### src/rtl/soc_bus_pkg.sv
// Shared OBI bus types, widths and the default SoC address map.
// Pure declarations plus a decode helper; no clocked logic.
package soc_bus_pkg;

  localparam int ADDR_W = 32;
  localparam int DATA_W = 32;
  localparam int BE_W   = 4;

  localparam logic [ADDR_W-1:0] RAM_BASE_DEF    = 32'h1000_0000;
  localparam logic [ADDR_W-1:0] RAM_MASK_DEF    = 32'hFFFF_0000;
  localparam logic [ADDR_W-1:0] PERIPH_BASE_DEF = 32'h2000_0000;
  localparam logic [ADDR_W-1:0] PERIPH_MASK_DEF = 32'hFFF0_0000;
  localparam int                MAX_OUTSTANDING_DEF = 2;

  typedef enum logic [1:0] {
    TGT_RAM,
    TGT_PERIPH,
    TGT_ERR
  } bus_target_e;

  // RAM wins when both regions match; anything unmatched is answered locally with an error.
  function automatic bus_target_e decode_target(
    input logic [ADDR_W-1:0] addr,
    input logic [ADDR_W-1:0] ram_base,
    input logic [ADDR_W-1:0] ram_mask,
    input logic [ADDR_W-1:0] periph_base,
    input logic [ADDR_W-1:0] periph_mask
  );
    if ((addr & ram_mask) == ram_base)       return TGT_RAM;
    if ((addr & periph_mask) == periph_base) return TGT_PERIPH;
    return TGT_ERR;
  endfunction

endpackage

### src/rtl/outstanding_fifo.sv
// In-order queue of bus targets for accepted-but-unanswered requests; push is visible at the head next cycle.
// Push while full and pop while empty are ignored; full/empty come from the registered count.
module outstanding_fifo
  import soc_bus_pkg::*;
#(
  parameter int DEPTH = 2
) (
  input  logic        clk,
  input  logic        rst,
  input  logic        push_i,
  input  bus_target_e push_id_i,
  input  logic        pop_i,
  output bus_target_e head_o,
  output bus_target_e last_o,
  output logic        full_o,
  output logic        empty_o
);

  localparam int PTR_W = (DEPTH > 1) ? $clog2(DEPTH) : 1;
  localparam int CNT_W = $clog2(DEPTH + 1);
  localparam logic [PTR_W-1:0] PTR_MAX = PTR_W'(DEPTH - 1);

  bus_target_e      mem_q [DEPTH];
  bus_target_e      mem_d [DEPTH];
  logic [PTR_W-1:0] wr_ptr_q, wr_ptr_d;
  logic [PTR_W-1:0] rd_ptr_q, rd_ptr_d;
  logic [CNT_W-1:0] count_q, count_d;
  logic [PTR_W-1:0] last_ptr;
  logic             do_push, do_pop;

  function automatic logic [PTR_W-1:0] ptr_inc(input logic [PTR_W-1:0] p);
    return (p == PTR_MAX) ? '0 : p + 1'b1;
  endfunction

  assign full_o   = (count_q == CNT_W'(DEPTH));
  assign empty_o  = (count_q == '0);
  assign last_ptr = (wr_ptr_q == '0) ? PTR_MAX : wr_ptr_q - 1'b1;
  assign head_o   = mem_q[rd_ptr_q];
  assign last_o   = mem_q[last_ptr];

  always_comb begin
    do_push  = push_i && !full_o;
    do_pop   = pop_i && !empty_o;
    mem_d    = mem_q;
    wr_ptr_d = wr_ptr_q;
    rd_ptr_d = rd_ptr_q;
    count_d  = count_q;
    if (do_push) begin
      mem_d[wr_ptr_q] = push_id_i;
      wr_ptr_d        = ptr_inc(wr_ptr_q);
    end
    if (do_pop) begin
      rd_ptr_d = ptr_inc(rd_ptr_q);
    end
    if (do_push && !do_pop) begin
      count_d = count_q + 1'b1;
    end else if (!do_push && do_pop) begin
      count_d = count_q - 1'b1;
    end
  end

  always_ff @(posedge clk or posedge rst) begin
    if (rst) begin
      for (int i = 0; i < DEPTH; i++) mem_q[i] <= TGT_RAM;
      wr_ptr_q <= '0;
      rd_ptr_q <= '0;
      count_q  <= '0;
    end else begin
      mem_q    <= mem_d;
      wr_ptr_q <= wr_ptr_d;
      rd_ptr_q <= rd_ptr_d;
      count_q  <= count_d;
    end
  end

endmodule

### src/rtl/data_bus_decoder.sv
// Routes core OBI data requests to RAM, peripherals or a local error responder; request path is combinational.
// Stalls the core (gnt=0, no slave req) when the queue is full or the target differs from the last queued one.
module data_bus_decoder
  import soc_bus_pkg::*;
#(
  parameter logic [ADDR_W-1:0] RAM_BASE        = RAM_BASE_DEF,
  parameter logic [ADDR_W-1:0] RAM_MASK        = RAM_MASK_DEF,
  parameter logic [ADDR_W-1:0] PERIPH_BASE     = PERIPH_BASE_DEF,
  parameter logic [ADDR_W-1:0] PERIPH_MASK     = PERIPH_MASK_DEF,
  parameter int                MAX_OUTSTANDING = MAX_OUTSTANDING_DEF
) (
  input  logic              clk,
  input  logic              rst,
  input  logic              data_req_i,
  output logic              data_gnt_o,
  output logic              data_rvalid_o,
  input  logic              data_we_i,
  input  logic [BE_W-1:0]   data_be_i,
  input  logic [ADDR_W-1:0] data_addr_i,
  input  logic [DATA_W-1:0] data_wdata_i,
  output logic [DATA_W-1:0] data_rdata_o,
  output logic              data_err_o,
  output logic              ram_req_o,
  input  logic              ram_gnt_i,
  input  logic              ram_rvalid_i,
  output logic              ram_we_o,
  output logic [BE_W-1:0]   ram_be_o,
  output logic [ADDR_W-1:0] ram_addr_o,
  output logic [DATA_W-1:0] ram_wdata_o,
  input  logic [DATA_W-1:0] ram_rdata_i,
  input  logic              ram_err_i,
  output logic              periph_req_o,
  input  logic              periph_gnt_i,
  input  logic              periph_rvalid_i,
  output logic              periph_we_o,
  output logic [BE_W-1:0]   periph_be_o,
  output logic [ADDR_W-1:0] periph_addr_o,
  output logic [DATA_W-1:0] periph_wdata_o,
  input  logic [DATA_W-1:0] periph_rdata_i,
  input  logic              periph_err_i
);

  bus_target_e target;
  bus_target_e head_id;
  bus_target_e last_id;
  logic        q_full, q_empty;
  logic        accept_ok;
  logic        pop;

  assign target = decode_target(data_addr_i, RAM_BASE, RAM_MASK, PERIPH_BASE, PERIPH_MASK);

  assign ram_we_o       = data_we_i;
  assign ram_be_o       = data_be_i;
  assign ram_addr_o     = data_addr_i;
  assign ram_wdata_o    = data_wdata_i;
  assign periph_we_o    = data_we_i;
  assign periph_be_o    = data_be_i;
  assign periph_addr_o  = data_addr_i;
  assign periph_wdata_o = data_wdata_i;

  // Same-target rule keeps responses in order without tagging.
  assign accept_ok = !rst && data_req_i && !q_full && (q_empty || target == last_id);

  always_comb begin
    ram_req_o    = 1'b0;
    periph_req_o = 1'b0;
    data_gnt_o   = 1'b0;
    if (accept_ok) begin
      unique case (target)
        TGT_RAM: begin
          ram_req_o  = 1'b1;
          data_gnt_o = ram_gnt_i;
        end
        TGT_PERIPH: begin
          periph_req_o = 1'b1;
          data_gnt_o   = periph_gnt_i;
        end
        default: data_gnt_o = 1'b1;
      endcase
    end
  end

  always_comb begin
    data_rvalid_o = 1'b0;
    data_rdata_o  = '0;
    data_err_o    = 1'b0;
    pop           = 1'b0;
    if (!q_empty) begin
      unique case (head_id)
        TGT_RAM: begin
          data_rvalid_o = ram_rvalid_i;
          data_rdata_o  = ram_rdata_i;
          data_err_o    = ram_err_i;
          pop           = ram_rvalid_i;
        end
        TGT_PERIPH: begin
          data_rvalid_o = periph_rvalid_i;
          data_rdata_o  = periph_rdata_i;
          data_err_o    = periph_err_i;
          pop           = periph_rvalid_i;
        end
        default: begin
          data_rvalid_o = 1'b1;
          data_err_o    = 1'b1;
          pop           = 1'b1;
        end
      endcase
    end
  end

  outstanding_fifo #(
    .DEPTH (MAX_OUTSTANDING)
  ) u_outstanding_fifo (
    .clk       (clk),
    .rst       (rst),
    .push_i    (data_gnt_o),
    .push_id_i (target),
    .pop_i     (pop),
    .head_o    (head_id),
    .last_o    (last_id),
    .full_o    (q_full),
    .empty_o   (q_empty)
  );

  // A response from a slave that does not own the queue head is dropped; flag it in simulation.
  always_ff @(posedge clk) begin
    if (!rst) begin
      assert (!(ram_rvalid_i && (q_empty || head_id != TGT_RAM)))
        else $warning("data_bus_decoder: ram_rvalid_i while RAM is not the queue head");
      assert (!(periph_rvalid_i && (q_empty || head_id != TGT_PERIPH)))
        else $warning("data_bus_decoder: periph_rvalid_i while PERIPH is not the queue head");
    end
  end

endmodule
### config.mk
export PLATFORM = sky130hd
export DESIGN_NAME = data_bus_decoder
export DESIGN_NICKNAME = d
export VERILOG_FILES = /design/src/rtl/soc_bus_pkg.sv /design/src/rtl/outstanding_fifo.sv /design/src/rtl/data_bus_decoder.sv
export SDC_FILE = /design/constraint.sdc
export NUM_CORES = 1
export LEC_CHECK = 0
export CORE_AREA = 2 2 121 123
export CTS_CLUSTER_DIAMETER = 120
export DETAILED_ROUTE_END_ITERATION = 10
export DIE_AREA = 0 0 123 125
export SYNTH_ARGS = -nofsm -noshare
export SYNTH_HDL_FRONTEND = slang
export SYNTH_SLANG_ARGS = --single-unit
### constraint.sdc
create_clock -name clk -period 2.4 [get_ports clk]
set_input_delay 0.24 -clock clk [delete_from_list [all_inputs] [get_ports clk]]
set_output_delay 0.24 -clock clk [all_outputs]
set_load 0.1 [all_outputs]
[Yosys cells after proc, flatten, opt, wreduce, memory -nomap -nowiden]
Cells that the tools add are included.
Storage, ports and cells
  bits in registers: 8
  input bits: 142
  output and inout bits: 175
  logic and storage cells: 74
Operators by class
  add/sub/neg operators: 5
  $lt $le $gt $ge: 4
  eq/ne operators: 6
  muxes and demuxes: 33
  bitwise gates (word level): 3
  reductions and logical operators: 18
Operators by type and width (count)
  $pmux 32 s2: 1
  $mux 32: 1
  $mux 2: 13
  $eq 16x13->1 const B: 1
  $mux 1: 13
  $eq 12x10->1 const B: 1
  $logic_and 1x1->1: 8
  $ge 2x2->1 const B: 3
  $logic_not 2->1: 3
  $not 1->2: 3
  $pmux 1 s2: 3
  $logic_not 1->1: 5
  $bwmux 4: 1
  $eq 2x1->1 const B: 2
  $add 1x1->1 const B: 2
  $add 2x1->2 const B: 1
  $demux 2 s1: 1
  $eq 2x2->1: 1
  $eq 2x2->1 const B: 1
  $lt 2x1->1 const B: 1
  $reduce_bool 2->1: 1
  $sub 2x1->2 const B: 1
  $logic_or 1x1->1: 1
  $sub 1x1->1 const B: 1

[Logic depth before layout (Yosys ltp)]
Gate-level depths: netlist of run 1.
  depth after elaboration: 15
  mapped depth: 10
  mapped depth without buffers: 9

[Cells and area by module]
A second synthesis of run 1 with hierarchy kept.
Second synthesis, totals
  cell total of the unflattened synthesis: 276
  area, all modules: 2202.1 um^2
By module, submodules not included
  data_bus_decoder: instances 1, cells each 245, area each 1767.9 um^2, sequential area each 0.0 um^2
  outstanding_fifo: instances 1, cells each 31, area each 434.2 um^2, sequential area each 200.2 um^2

[Least setup slack after synthesis of run 1]
Ideal clock, no wire load.
  path kind: reg2reg
  start: register u_outstanding_fifo.rd_ptr_q
  end: register u_outstanding_fifo.count_q[1]
  setup time: 0.080 ns
  data arrival time: 4.009 ns
  data required time: 2.320 ns
  slack: -1.689 ns
  stages on the path, launching flop included: 10
  path buffers: 1
  period minus slack after synthesis: 4.089 ns
  cells stage by stage: dfrtp_1 > clkbuf_1 > nand2_1 > o32ai_1 > a221oi_1 > inv_1 > ha_1 > xor2_1 > nor2_1 > xnor2_1
On the way
  cells in the longest elaborated chain, start to end: 11
  elaborated cells on any way between the ends: 14
  classes of those cells: eq/ne: 1; mux: 6; bitwise: 1; reduce/logical: 6
Ends and longest elaborated chain
  from (decl): line outstanding_fifo.sv:26  | logic [PTR_W-1:0] rd_ptr_q, rd_ptr_d;
  from (signal assigned): line outstanding_fifo.sv:71  | rd_ptr_q <= rd_ptr_d;
  $not 1->2 (implied by the code) *: line outstanding_fifo.sv:38  | assign head_o = mem_q[rd_ptr_q];
  $mux 2 (implied by the code) * (3 in a row): line outstanding_fifo.sv:38
  $eq 2x1->1 / $logic_not 2->1 (equally long branches)
  $pmux 1 s2 *
  $mux 1 *
  net data_rvalid_o: line data_bus_decoder.sv:16  | output logic data_rvalid_o,
  $logic_and 1x1->1 *: line outstanding_fifo.sv:43  | do_pop = pop_i && !empty_o;
  $logic_not 1->1: line outstanding_fifo.sv:55  | if (do_push && !do_pop) begin
  $logic_and 1x1->1: line outstanding_fifo.sv:55
  $mux 2 / $reduce_bool 2->1 (equally long branches)
  to (signal assigned): line outstanding_fifo.sv:72  | count_q <= count_d;
  to (decl): line outstanding_fifo.sv:27  | logic [CNT_W-1:0] count_q, count_d;
Mark *: on every way through the listed nets, which the timed path passes. The rest lies on a longest branch. The select of a mux whose other input is x is not followed.
A chain may end at the register's enable or synchronous reset.

[Worst setup path after layout of run 1]
  start: input port data_addr_i[27]
  end: output port ram_req_o
On the way
  cells in the longest elaborated chain, start to end: 9
  elaborated cells on any way between the ends: 14
  classes of those cells: eq/ne: 3; mux: 8; reduce/logical: 3
Ends and longest elaborated chain
  from (decl): line data_bus_decoder.sv:19  | input logic [ADDR_W-1:0] data_addr_i,
  $eq 12x10->1: line soc_bus_pkg.sv:30  | if ((addr & periph_mask) == periph_base) return TGT_PERIPH;
  $mux 1 (2 in a row): line soc_bus_pkg.sv:30
  $mux 2: line soc_bus_pkg.sv:31  | return TGT_ERR;
  $mux 2 *: line soc_bus_pkg.sv:30
  $eq 2x2->1: line data_bus_decoder.sv:62  | assign accept_ok = !rst && data_req_i && !q_full && (q_empty || target == last_id);
  $logic_or 1x1->1: line data_bus_decoder.sv:62
  $logic_and 1x1->1: line data_bus_decoder.sv:62
  $mux 1 *: line data_bus_decoder.sv:68  | if (accept_ok) begin
  to (decl): line data_bus_decoder.sv:23  | output logic ram_req_o,
Mark *: on every way between the ends. The rest lies on a longest branch, timed or not. The select of a mux whose other input is x is not followed.

==> out/metrics.yaml, run 1 <==
dp_hpwl_um: 5970
worst_slew_pin_slew_ns: 0.508
netlist_area_um2: 2080
status: "completed"
grt_pass1_vias: 1950
row_count: 44
grt_antenna_before_repair: 0
ys.flop_type: "dfrtp_1"
yosysWarnings: 0
mostFrequentLayoutCells: "clkdlybuf4s50_1 (74), buf_4 (60), buf_12 (38)"
route.detailed.drc: 0
cp.required_ns: 2.16
critPathSlowestCell: "or4_4"
utilization: 0.265
design_area_um2: 3760
diodes: 0
endpoint_kind: "output port"
p_leak_nw: 1.47
die-area_um2: 15400
fp.dieH_um: 125
clockBufferDepth: 2
netlist_instances: 277
fp.coreArea_um2: 14200
drt_first_pass_iters: 4
wirelength_um: 6900
synth_seq_cells: 8
critPathKind: "in -> out"
grt_pass1_wl_um: 9960
max_freq_mhz: 425
avgSynthCellArea_um2: 7.50
register_area_um2: 201
hold_path_class: "in -> async"
skew_ns: 0.00202
gp_congestion: 0.697
slew_viol_final: 0
wire_per_inst_um: 13.7
synthArstFlopShare: 1.00
whs_ns: 0.306
power_density_nw_per_um2: 699
rsz0062_at_grt: "yes"
syn-num-nets: 420
placed_cell_area_um2: 3620
start_util: 0.146
root_buffer: "clkbuf_16"
cpMostUsedCell: "buf_6"
vdd_drop_max_mv: 0.476
multi_input_area_um2: 1110
overflow: 0
cts_buffers: 3
critPathTopFamily: "simple AND/OR/NAND/NOR gates"
synthDistinctLibCells: 32
hold_viol: 0
htreeDepth: 1
vias: 1853
cts.reportedPaths.clkPinSlew_ns: 0.04
drive_gt1_frac: 0.527
synth_enable_flop_cells: 0
die_x_um: 123
slew_headroom: 0.661
nFillCells: 1509
crit_buf_inv: 4
fin_crit_sh: 0.981
period_needed_ns: 2.35
yosysSeqAreaShare: 0.0964
routed_via_density: 3.68
setup_viol: 0
worstPathMaxFanout: 5
io_pins: 317
layout_commonest_cell: "clkdlybuf4s50_1"
ant_nets: 0
design.final.nets: 464
grt_max_degree: 28
cts.sinks: 8
arrival_ns: 2.11
hold_buffers: 0
cpPeakStageDelay_ns: 0.55
insertion_delay_ns: 0.23
cts_tree: "yes"
drtIter0Drc: 39
syn2layout_area_growth_pct: 81.2
worstSetupStartpointType: "input pin"
cap_viol_max_count: 0
grtUsageTotal: 0.0807
crit_chain: "buf_6 -> or4_4 -> buf_6 -> nor3_4 -> a211oi_4 -> nor4b_4 -> buf_4 -> and4_4 -> buf_12"
io_buffer_count: 157
cell usage after synthesis, types with 2 or more instances:
| cell type | instances | area share |
|---|---|---|
| a221oi_1 | 2 | 0.0084 |
| xnor2_1 | 2 | 0.0084 |
| a22oi_1 | 32 | 0.12 |
| mux2_1 | 4 | 0.022 |
| mux2_2 | 2 | 0.011 |
| nand2_1 | 6 | 0.011 |
| clkbuf_1 | 11 | 0.020 |
| xor2_1 | 3 | 0.013 |
| nor2_1 | 36 | 0.065 |
| buf_4 | 138 | 0.50 |
| or4_4 | 2 | 0.011 |
| and2_2 | 3 | 0.011 |
| inv_1 | 9 | 0.016 |
| or2_2 | 2 | 0.0060 |
| dfrtp_1 | 8 | 0.096 |
metrics by stage:
stage,total power (W),setup TNS (ns),worst slack (ns),instances
2_1_floorplan,0.00246,-0.136,-0.136,277
3_3_place_gp,0.00235,-2.49,-0.342,496
3_5_place_dp,0.00238,-2.94,-0.382,496
4_1_cts,0.00266,-0.0343,-0.0343,501
5_1_grt,0.00276,-0.100,-0.0673,503
6_report,0.00263,0,0.0454,503
kinds of logic after synthesis:
family | synth area share
adder cells (fa/ha/maj) | 0.00602
XOR/XNOR | 0.0211
AO/OA/AOI/OAI | 0.153
AND/OR/NAND/NOR | 0.151
multiplexers | 0.0373
flip-flops | 0.0964
buffers and inverters | 0.535
power breakdown:
part / leakage, nW / switching, W / internal [W]
registers: 0.0914 / 0.0000622 / 0.000184
clock network: 0.0370 / 0.0000655 / 0.000215
logic: 1.34 / 0.00137 / 0.000733
total: 1.47 / 0.00150 / 0.00113
final timing paths:
| check | from | slack (ns) | endpoint | cells past startpoint |
|---|---|---|---|---|
| setup / recovery | data_addr_i[27] | 0.05 | ram_req_o | 9 |
| hold / removal | rst | 0.31 | u_outstanding_fifo.count_q[0] | 3 |
| setup reg to reg | u_outstanding_fifo.wr_ptr_q | 0.24 | u_outstanding_fifo.count_q[1] | 9 |
| hold reg to reg | u_outstanding_fifo.wr_ptr_q | 0.53 | u_outstanding_fifo.wr_ptr_q | 1 |
| max in group asynchronous | rst | 1.96 | u_outstanding_fifo.wr_ptr_q | 3 |
| min in group clk | data_wdata_i[1] | 0.48 | periph_wdata_o[1] | 0 |
timing repair:
item,CTS,global route
gates resized for setup,36,11
setup buffers,2,2
endpoints found under the setup margin,25,29
pin swaps,7,6
per-layer routing:
metal  wire, um  global-route usage
met1       2040              0.0703
met2       3940               0.170
met3        762              0.0237
met4        154              0.0227
met5          0                   0
flip-flops by register name, summed over array words and instances (netlist names):
name,count
u_outstanding_fifo.rd_ptr_q,1
u_outstanding_fifo.count_q,2
u_outstanding_fifo.mem_q,4
u_outstanding_fifo.wr_ptr_q,1
cell type report:
type / instances / share of cell area
well taps: 184 / 0.0612
multi-input cells: 111 / 0.295
inverters: 9 / 0.00898
repair buffers: 188 / 0.561
flip-flops and latches: 8 / 0.0535
clock buffers: 3 / 0.0199
tightest hold or removal path: cells and delay by family:
family,cells,cell delay [ns]
buf+inv,3,0.63
No activity file was read; power rests on OpenSTA's default activity.
==> inputs of run 2 (changes only) <==
--- a/config.mk
+++ b/config.mk
@@ -9,6 +9,8 @@
 export CTS_CLUSTER_DIAMETER = 120
 export DETAILED_ROUTE_END_ITERATION = 10
 export DIE_AREA = 0 0 123 125
+export GPL_TIMING_DRIVEN = 0
+export HOLD_SLACK_MARGIN = 0.15
 export SYNTH_ARGS = -nofsm -noshare
 export SYNTH_HDL_FRONTEND = slang
 export SYNTH_SLANG_ARGS = --single-unit
==> run 2 against run 1 <==
Net effect: the run now ends with setup timing left; cell count up 47%; sequential share of layout area down 1.7 points; setup slack lost 0.080 ns; register-to-register slack lost 0.15 ns; die area did not move; worst hold slack lost 0.037 ns; non-clock buffer count is 237 higher; highest routed layer unchanged.
==> out/metrics.yaml, run 2 (same netlist as run 1, synthesis figures left out) <==
period_needed_ns: 2.44
grt_antenna_before_repair: 0
cap_viol_max_count: 0
mostFrequentLayoutCells: "clkdlybuf4s50_1 (214), buf_4 (182), a22oi_1 (32)"
io_pins: 317
p_leak_nw: 2.40
status: "complete, but fails checks"
die_x_um: 123
largestRegisters: "u_outstanding_fifo.mem_q (4), u_outstanding_fifo.count_q (2)"
arrival_ns: 2.20
insertion_delay_ns: 0.23
wirelength_um: 9260
drive_gt1_frac: 0.486
critPathKind: "in -> out"
hold_path_class: "in -> async"
violations: "setup timing"
die-area_um2: 15400
fp.coreArea_um2: 14200
reg2reg_to: "u_outstanding_fifo.count_q[1]"
cts_tree: "yes"
grtUsageTotal: 0.105
dp_hpwl_um: 8200
setup_slack_ns: -0.0351
cts_buffers: 3
diodes: 0
utilization: 0.386
worst_slew_pin_slew_ns: 1.02
rsz0062_at_grt: "yes"
reg2regPathDepth: 10
power_density_nw_per_um2: 628
layout_commonest_cell: "clkdlybuf4s50_1"
cts.reportedPaths.clkPinSlew_ns: 0.04
routed_via_density: 3.69
root_buffer: "clkbuf_16"
vdd_drop_max_mv: 0.505
row_count: 44
largest_reg_flops: 4
vias: 2727
regMostFlops: "u_outstanding_fifo.mem_q"
grt_pass1_vias: 2722
htreeDepth: 1
max_freq_mhz: 411
route.detailed.drc: 0
design.final.nets: 701
nFillCells: 1430
grt_max_degree: 11
skew_ns: 0.00277
ant_nets: 0
syn2layout_area_growth_pct: 164
worstPathMaxFanout: 4
worstSetupStartpointType: "input pin"
finalSetupTns_ns: -0.0351
cts.sinks: 8
wire_per_inst_um: 12.5
start_util: 0.146
drtIter0Drc: 31
slew_headroom: 0.316
io_buffer_count: 263
overflow: 0
fp.dieH_um: 125
p_total_w: 0.00345
drt_first_pass_iters: 4
grt_pass1_wl_um: 13300
whs_ns: 0.269
cp.required_ns: 2.16
gp_congestion: 0.733
slew_viol_final: 0
clockBufferDepth: 2
reg2reg_slack_ns: 0.09
endpoint_kind: "output port"
hold_viol: 0
setup_viol: 1
fin_crit_sh: 1.01
r2r_start: "u_outstanding_fifo.wr_ptr_q"
## run 2: cell types whose count changed in the layout (fill, tap and decap cells not counted), sizes merged
cell,delta
buf,+92
dlymetal6s2s,-2
clkbuf,+7
clkdlybuf4s50,+140
## run 2: how the worst max path moves through the flow
| stage | endpoint | slack [ns] | depth (start not counted) | startpoint |
|---|---|---|---|---|
| 2_1_floorplan | u_outstanding_fifo.count_q[1] | -0.14 | 9 | u_outstanding_fifo.rd_ptr_q |
| 3_3_place_gp | ram_req_o | -1.46 | 7 | data_addr_i[21] |
| 3_5_place_dp | ram_req_o | -1.49 | 7 | data_addr_i[21] |
| 4_1_cts | ram_req_o | -0.03 | 7 | data_addr_i[27] |
| 5_1_grt | ram_req_o | -0.09 | 7 | data_addr_i[17] |
| 6_report | ram_req_o | -0.04 | 8 | data_addr_i[27] |
## run 2: what timing repair did
action	4_1_cts	5_1_grt
endpoints found under the setup margin	44	40
cloned	0	0
gates resized for setup	285	23
pin swaps	13	11
hold buffers	0	0
buffers inserted	8	6
## run 2: per-stage QoR
stage / instances / setup slack, ns / cell area, um2
final: 740 / -0.0351 / 5490
after global routing: 740 / -0.0947 / 5490
after CTS: 735 / -0.0304 / 5400
after detailed placement: 724 / -1.49 / 5240
after global placement: 724 / -1.46 / 5240
after floorplan: 277 / -0.136 / 2370
## run 2: layout make-up
cell class	count	area [um2]	area share
repair buffers	277	2690	0.491
well taps	184	230	0.0420
flip-flops and latches	8	200	0.0365
clock buffers	3	75.1	0.0137
plain buffers	148	1130	0.206
multi-input cells	111	1130	0.205
inverters	9	33.8	0.00616
## run 2: power by group
part	total [W]	internal [W]	switching, W
logic	0.00293	0.000843	0.00209
clock network	0.000276	0.000214	0.0000612
registers	0.000238	0.000182	0.0000561
total	0.00345	0.00124	0.00221
## run 2: worst max-delay path, stage by stage
cell and delay, ns:
buf_6 0.09, or4_4 0.55, buf_6 0.14, nor3_4 0.22, a211oi_4 0.10, nor4b_4 0.37
and4_4 0.30, buf_12 0.17
## run 2: routing by layer
layer,wire [um],GRT usage,share of wire
met2,5300,0.228,0.57
met3,1020,0.0255,0.11
met4,68,0.0120,0.0073
met5,0,0,0
met1,2880,0.0960,0.31
==> inputs of run 3 (changes only) <==
--- a/config.mk
+++ b/config.mk
@@ -6,6 +6,7 @@
 export NUM_CORES = 1
 export LEC_CHECK = 0
 export CORE_AREA = 2 2 121 123
+export CTS_BUF_LIST = sky130_fd_sc_hd__clkbuf_16
 export CTS_CLUSTER_DIAMETER = 120
 export DETAILED_ROUTE_END_ITERATION = 10
 export DIE_AREA = 0 0 123 125
==> results of run 3 <==
Final layout, timing and power as in run 2 (identical DEF).
==> patch 1: new RTL, flow settings as in run 3 <==
Change the package constant `BE_W` from 4 to 6.
--- a/src/rtl/soc_bus_pkg.sv
+++ b/src/rtl/soc_bus_pkg.sv
@@ -4,7 +4,7 @@
 
   localparam int ADDR_W = 32;
   localparam int DATA_W = 32;
-  localparam int BE_W   = 4;
+  localparam int BE_W   = 6;
 
   localparam logic [ADDR_W-1:0] RAM_BASE_DEF    = 32'h1000_0000;
   localparam logic [ADDR_W-1:0] RAM_MASK_DEF    = 32'hFFFF_0000;
Ports: changed (resized data_be_i, periph_be_o and ram_be_o); port bits go from 317 to 323. No check against the original RTL was run, so the function may have changed too.
==> patch 1 against run 3 <==
The flow still finishes with violations (setup timing); combinational power up 3%; critical path depth unchanged; sequential power down 5%; global-route usage up 0.60 points; synthesized cell count up 1.4%; sequential cell count unchanged; area after synthesis up 1.4%; cell area up 1.4%; worst setup slack worse by 0.042 ns; cell count up 1.1%; routed wire length up 2.6%; die area unchanged; power up 2.7%; critical path type unchanged; largest cell class unchanged; largest power group unchanged.
==> patch 1: results (changes against run 3) <==
.. list-table::
   :header-rows: 1

   * - Metric
     - Value
   * - Wire length of the first global-routing pass
     - 13,800 µm (+4.0%)
   * - Worst IR drop on VDD
     - 0.2383 mV (-53%)
   * - Pleak
     - 2.409 nW (+0.54%)
   * - Net count of the mapped netlist
     - 426 (+1.4%)
   * - Via count
     - 2,800 (+2.7%)
   * - Routed length on met1
     - 3165 µm (+10%)
   * - Fraction of met3 tracks used by global routing
     - 0.02372 (-0.001825)
   * - Count of endpoints failing setup in the final report
     - 4 (+3)
   * - Top cells by count, synth
     - 142 x sky130_fd_sc_hd__buf_4, 36 x sky130_fd_sc_hd__nor2_1, 32 x sky130_fd_sc_hd__a22oi_1, 11 x sky130_fd_sc_hd__clkbuf_1, 9 x sky130_fd_sc_hd__inv_1
   * - DRT iter0 DRCs
     - 83 (+170%)
   * - Routing usage on met1
     - 0.1144 (+0.01845)
   * - Share of layout cells above drive strength 1
     - 0.4840 (-0.001569)
   * - Post-route worst setup slack
     - -0.07716 ns (-0.04210 ns)
   * - Crit path DAT
     - 2.24 ns (+0.04 ns)
   * - Global routing usage summed across all routing layers
     - 0.1111 (+0.006047)
   * - Actual transition at the worst max-transition pin
     - 0.9943 ns (-0.02807 ns)
   * - HPWL after detailed placement
     - 8170 µm (-0.34%)
   * - Skew-Pair Late Insertion Delay
     - 0.23 ns (about the same)
   * - Violated checks
     - setup timing
   * - Placed cell count
     - 732 (+1.1%)
   * - Via density per instance
     - 3.743 (+1.6%)
   * - Mean Syn Cell Area
     - 7.498 µm² (about the same)
   * - Sum of negative setup slack
     - -0.1160 ns (-0.08095 ns)
   * - Placement Cell Area
     - 0.005308 mm² (+1.3%)
   * - Number of nets at the end of the flow
     - 711 (+1.4%)
   * - Placer congestion estimate
     - 0.6968 (-4.9%)
   * - Pre-CTS setup slack
     - -1.484 ns (+0.009150 ns)
   * - Total of buffers placed on input and output ports
     - 267 (+1.5%)
   * - Met2 track demand over resource
     - 0.2207 (-0.007150)
   * - Setup Skew
     - 0.002151 ns (-0.0006165 ns)
   * - Detailed-route wire length
     - 9507 µm (+2.6%)
   * - Cell types occupying the most area after synthesis
     - sky130_fd_sc_hd__buf_4 51%, sky130_fd_sc_hd__a22oi_1 11%, sky130_fd_sc_hd__dfrtp_1 9.5%
   * - Sequential area share after synthesis
     - 0.09501 (-0.001374)
   * - Run status
     - complete, but fails checks
   * - Routed wl met3
     - 1009 µm (-0.98%)
==> patch 1: cell count changes after synthesis, sizes merged <==
cell         run 3  this run
buf            138       142
==> patch 1: what timing repair did <==
item	4_1_cts	5_1_grt
endpoints found under the hold margin	0	0
hold buffers	0	0
pin swaps	13	10
endpoints found under the setup margin	44	38
resized for setup	279	26
setup buffers	7	6
==> patch 1: worst paths after layout <==
check	start	endpoint	slack, ns	cells past startpoint
max in group asynchronous	rst	u_outstanding_fifo.rd_ptr_q	1.86	2
worst max register to register	u_outstanding_fifo.wr_ptr_q	u_outstanding_fifo.count_q[1]	0.04	10
worst min-delay path	rst	u_outstanding_fifo.mem_q[1]	0.28	2
min in group clk	u_outstanding_fifo.mem_q[0]	u_outstanding_fifo.mem_q[0]	0.59	1
worst max-delay path	data_addr_i[24]	ram_req_o	-0.08	8
worst min register to register	u_outstanding_fifo.mem_q[0]	u_outstanding_fifo.mem_q[0]	0.59	1
==> patch 1: power by group <==
group / switching (W) / internal, W
Combinational: 0.00215 / 0.000879
Clock: 0.0000691 / 0.000215
Sequential: 0.0000442 / 0.000181
==> patch 1: area by class of cell <==
class / count / area [µm²]
fillers: 1433 / 8638
inverters: 9 / 33.78
clock buffers: 3 / 75.07
plain buffers: 153 / 1135
multi-input cells: 111 / 1135
flip-flops and latches: 8 / 200.2
well taps: 184 / 230.2
repair buffers: 280 / 2756
==> patch 1: kinds of logic after synthesis <==
group	Yosys count	synth area share
AND/OR/NAND/NOR	58	0.1490
XOR/XNOR	5	0.02079
multiplexers	7	0.03682
flip-flops	8	0.09501
AO/OA/AOI/OAI	40	0.1508
adder cells (fa/ha/maj)	1	0.005937
buffers and inverters	162	0.5416
==> patch 2: new RTL, settings of run 3 <==
Without the edit above. Put a register stage on the output `data_err_o`, without a reset. The value now appears one clock later. The other outputs are not delayed to match.
--- a/src/rtl/data_bus_decoder.sv
+++ b/src/rtl/data_bus_decoder.sv
@@ -39,6 +39,8 @@
   input  logic [DATA_W-1:0] periph_rdata_i,
   input  logic              periph_err_i
 );
+
+  logic data_err_d;
 
   bus_target_e target;
   bus_target_e head_id;
@@ -83,25 +85,25 @@
   always_comb begin
     data_rvalid_o = 1'b0;
     data_rdata_o  = '0;
-    data_err_o    = 1'b0;
+    data_err_d    = 1'b0;
     pop           = 1'b0;
     if (!q_empty) begin
       unique case (head_id)
         TGT_RAM: begin
           data_rvalid_o = ram_rvalid_i;
           data_rdata_o  = ram_rdata_i;
-          data_err_o    = ram_err_i;
+          data_err_d    = ram_err_i;
           pop           = ram_rvalid_i;
         end
         TGT_PERIPH: begin
           data_rvalid_o = periph_rvalid_i;
           data_rdata_o  = periph_rdata_i;
-          data_err_o    = periph_err_i;
+          data_err_d    = periph_err_i;
           pop           = periph_rvalid_i;
         end
         default: begin
           data_rvalid_o = 1'b1;
-          data_err_o    = 1'b1;
+          data_err_d    = 1'b1;
           pop           = 1'b1;
         end
       endcase
@@ -132,4 +134,8 @@
     end
   end
 
+  always_ff @(posedge clk) begin
+    data_err_o <= data_err_d;
+  end
+
 endmodule
Formal check against the unedited RTL: not equivalent (a bounded check fails within 4 cycles, from zero or initial values and one cycle with rst high).
==> patch 2 against run 3 <==
The flow still finishes with violations (setup timing); area after synthesis rose by 1.4%; cell area rose by 0.11%; fmax fell by 3.1%; sequential cell count rose by 1; worst hold slack got worse by 0.0026 ns; critical path depth did not move; via count fell by 0.40%; routed wire length fell by 2.8%; power fell by 2.3%; worst setup slack got worse by 0.078 ns; global-route usage rose by 0.12 points; critical endpoint is now periph_req_o.
==> patch 2: results (changes against run 3) <==
.. list-table::
   :header-rows: 1

   * - Metric
     - Value
   * - Placement Cell Area
     - 0.005255 mm² (+0.33%)
   * - Post-route worst setup slack
     - -0.1134 ns (-0.07834 ns)
   * - Synthesized-area fraction occupied by adder cells
     - 0.005942 (-0.00008233)
   * - Setup Skew
     - 0.001681 ns (-0.001086 ns)
   * - Delay-heaviest family, CP
     - simple AND/OR/NAND/NOR gates
   * - Violated checks
     - setup timing
   * - Count of endpoints failing setup in the final report
     - 4 (+3)
   * - DRT iter0 DRCs
     - 42 (+35%)
   * - HPWL after detailed placement
     - 7921 µm (-3.4%)
   * - Placed cell count
     - 728 (+0.55%)
   * - Reg-to-reg endpoint
     - u_outstanding_fifo.count_q[1]
   * - Worst-case hold slack
     - 0.2662 ns (-0.002609 ns)
   * - Sum of negative setup slack
     - -0.4002 ns (-0.3651 ns)
   * - Via density per instance
     - 3.675 (-0.27%)
   * - Complex-gate fraction of the synthesized area
     - 0.1468 (-0.006250)
   * - Top cells by count, synth
     - 139 x sky130_fd_sc_hd__buf_4, 36 x sky130_fd_sc_hd__nor2_1, 32 x sky130_fd_sc_hd__a22oi_1, 10 x sky130_fd_sc_hd__clkbuf_1
   * - Share of layout cells above drive strength 1
     - 0.4721 (-0.01354)
   * - Actual transition at the worst max-transition pin
     - 1.006 ns (-0.01650 ns)
   * - Number of H-tree levels
     - 1 (unchanged)
   * - Cell types occupying the most area after synthesis
     - sky130_fd_sc_hd__buf_4 50%, sky130_fd_sc_hd__a22oi_1 11%, sky130_fd_sc_hd__dfrtp_1 9.5%
   * - Placer congestion estimate
     - 0.7617 (+4.0%)
   * - Share of flip-flops with an asynchronous set or reset
     - 0.8889 (-0.1111)
   * - Run status
     - complete, but fails checks
   * - Pleak
     - 2.352 nW (-1.9%)
   * - Mean Syn Cell Area
     - 7.494 µm² (about the same)
   * - Pre-Repair DR Iteration Count
     - 4 (unchanged)
   * - Number of distinct library cell variants in the gate-level netlist after synthesis
     - 34 (+6.3%)
   * - Worst IR drop on VDD
     - 0.3316 mV (-34%)
   * - Largest net degree at the start of global routing
     - 11 (unchanged)
   * - Wire length of the first global-routing pass
     - 12,940 µm (-2.5%)
   * - Average wire per cell in the routed design
     - 12.19 µm (-2.6%)
   * - Layout fillers
     - 1,451 (+1.5%)
   * - Multiplexer fraction of the synthesized cell area
     - 0.03149 (-0.005858)
   * - Vias in the first global route
     - 2,640 (-3.0%)
   * - Pre-CTS setup slack
     - -1.452 ns (+0.04058 ns)
   * - Number of nets at the end of the flow
     - 699 (-0.29%)
   * - Net count of the mapped netlist
     - 424 (+0.95%)
   * - XOR/XNOR share of the synthesized area
     - 0.02080 (-0.0002881)
   * - Number of standard cells in the layout, taps in and fillers out
     - 739 (-0.14%)
   * - Global routing usage summed across all routing layers
     - 0.1062 (+0.001158)
   * - Sequential area share after synthesis
     - 0.1046 (+0.008190)
-- patch 2: power breakdown --
| group | switching (W) | leakage, nW | internal, W |
|---|---|---|---|
| Sequential | 0.0000528 | 0.101 | 0.000206 |
| Combinational | 0.00199 | 2.21 | 0.000824 |
| Clock | 0.0000720 | 0.0409 | 0.000219 |
-- patch 2: cells by family after synthesis --
| logic type | Yosys count |
|---|---|
| buffers and inverters | 157 |
| and+or+nand+nor | 63 |
| AOI/OAI and AO/OA | 40 |
| DFF | 9 |
| muxes | 6 |
| xor gates and xnor gates | 5 |
| adders and majority gates | 1 |
-- patch 2: stage by stage --
step / power (W) / utilization
6_report: 0.003368 / 0.3867
5_1_grt: 0.003523 / 0.3867
4_1_cts: 0.003379 / 0.3838
3_5_place_dp: 0.003015 / 0.3700
3_3_place_gp: 0.002988 / 0.3696
2_1_floorplan: 0.002370 / -
-- patch 2: layout make-up --
cell class,instances,share of cell area
Sequential cell,9,0.04009
Timing Repair Buffer,271,0.4961
Inverter,8,0.005467
Buffer,148,0.1982
Multi-Input combinational cell,115,0.2036
Tap cell,184,0.04191
Clock inverter,1,0.0009112
Clock buffer,3,0.01367
-- patch 2: routing by layer --
metal / global-route usage / up-vias / share of wire
met2: 0.2132 / 138 / 0.57
met1: 0.1058 / 1228 / 0.33
met5: 0 / - / 0
met4: 0.01270 / 0 / 0.0042
met3: 0.03513 / 4 / 0.099
li1: - / 1346 / -
-- patch 2: what timing repair did --
item                                    CTS  global route
resized for setup                       298            12
pin swaps                                10             9
endpoints found under the hold margin     0             0
buffers inserted                          5             3
endpoints found under the setup margin   43            40
hold buffers                              0             0
-- patch 2: worst max path at each step --
stage / slack (ns) / from / to
after floorplan: -0.29 / data_addr_i[25] / ram_req_o
after global placement: -1.44 / data_addr_i[25] / ram_req_o
after detailed placement: -1.45 / data_addr_i[24] / ram_req_o
after CTS: -0.08 / data_addr_i[23] / ram_req_o
after global routing: -0.19 / data_addr_i[23] / u_outstanding_fifo.count_q[1]
final: -0.11 / data_addr_i[23] / periph_req_o
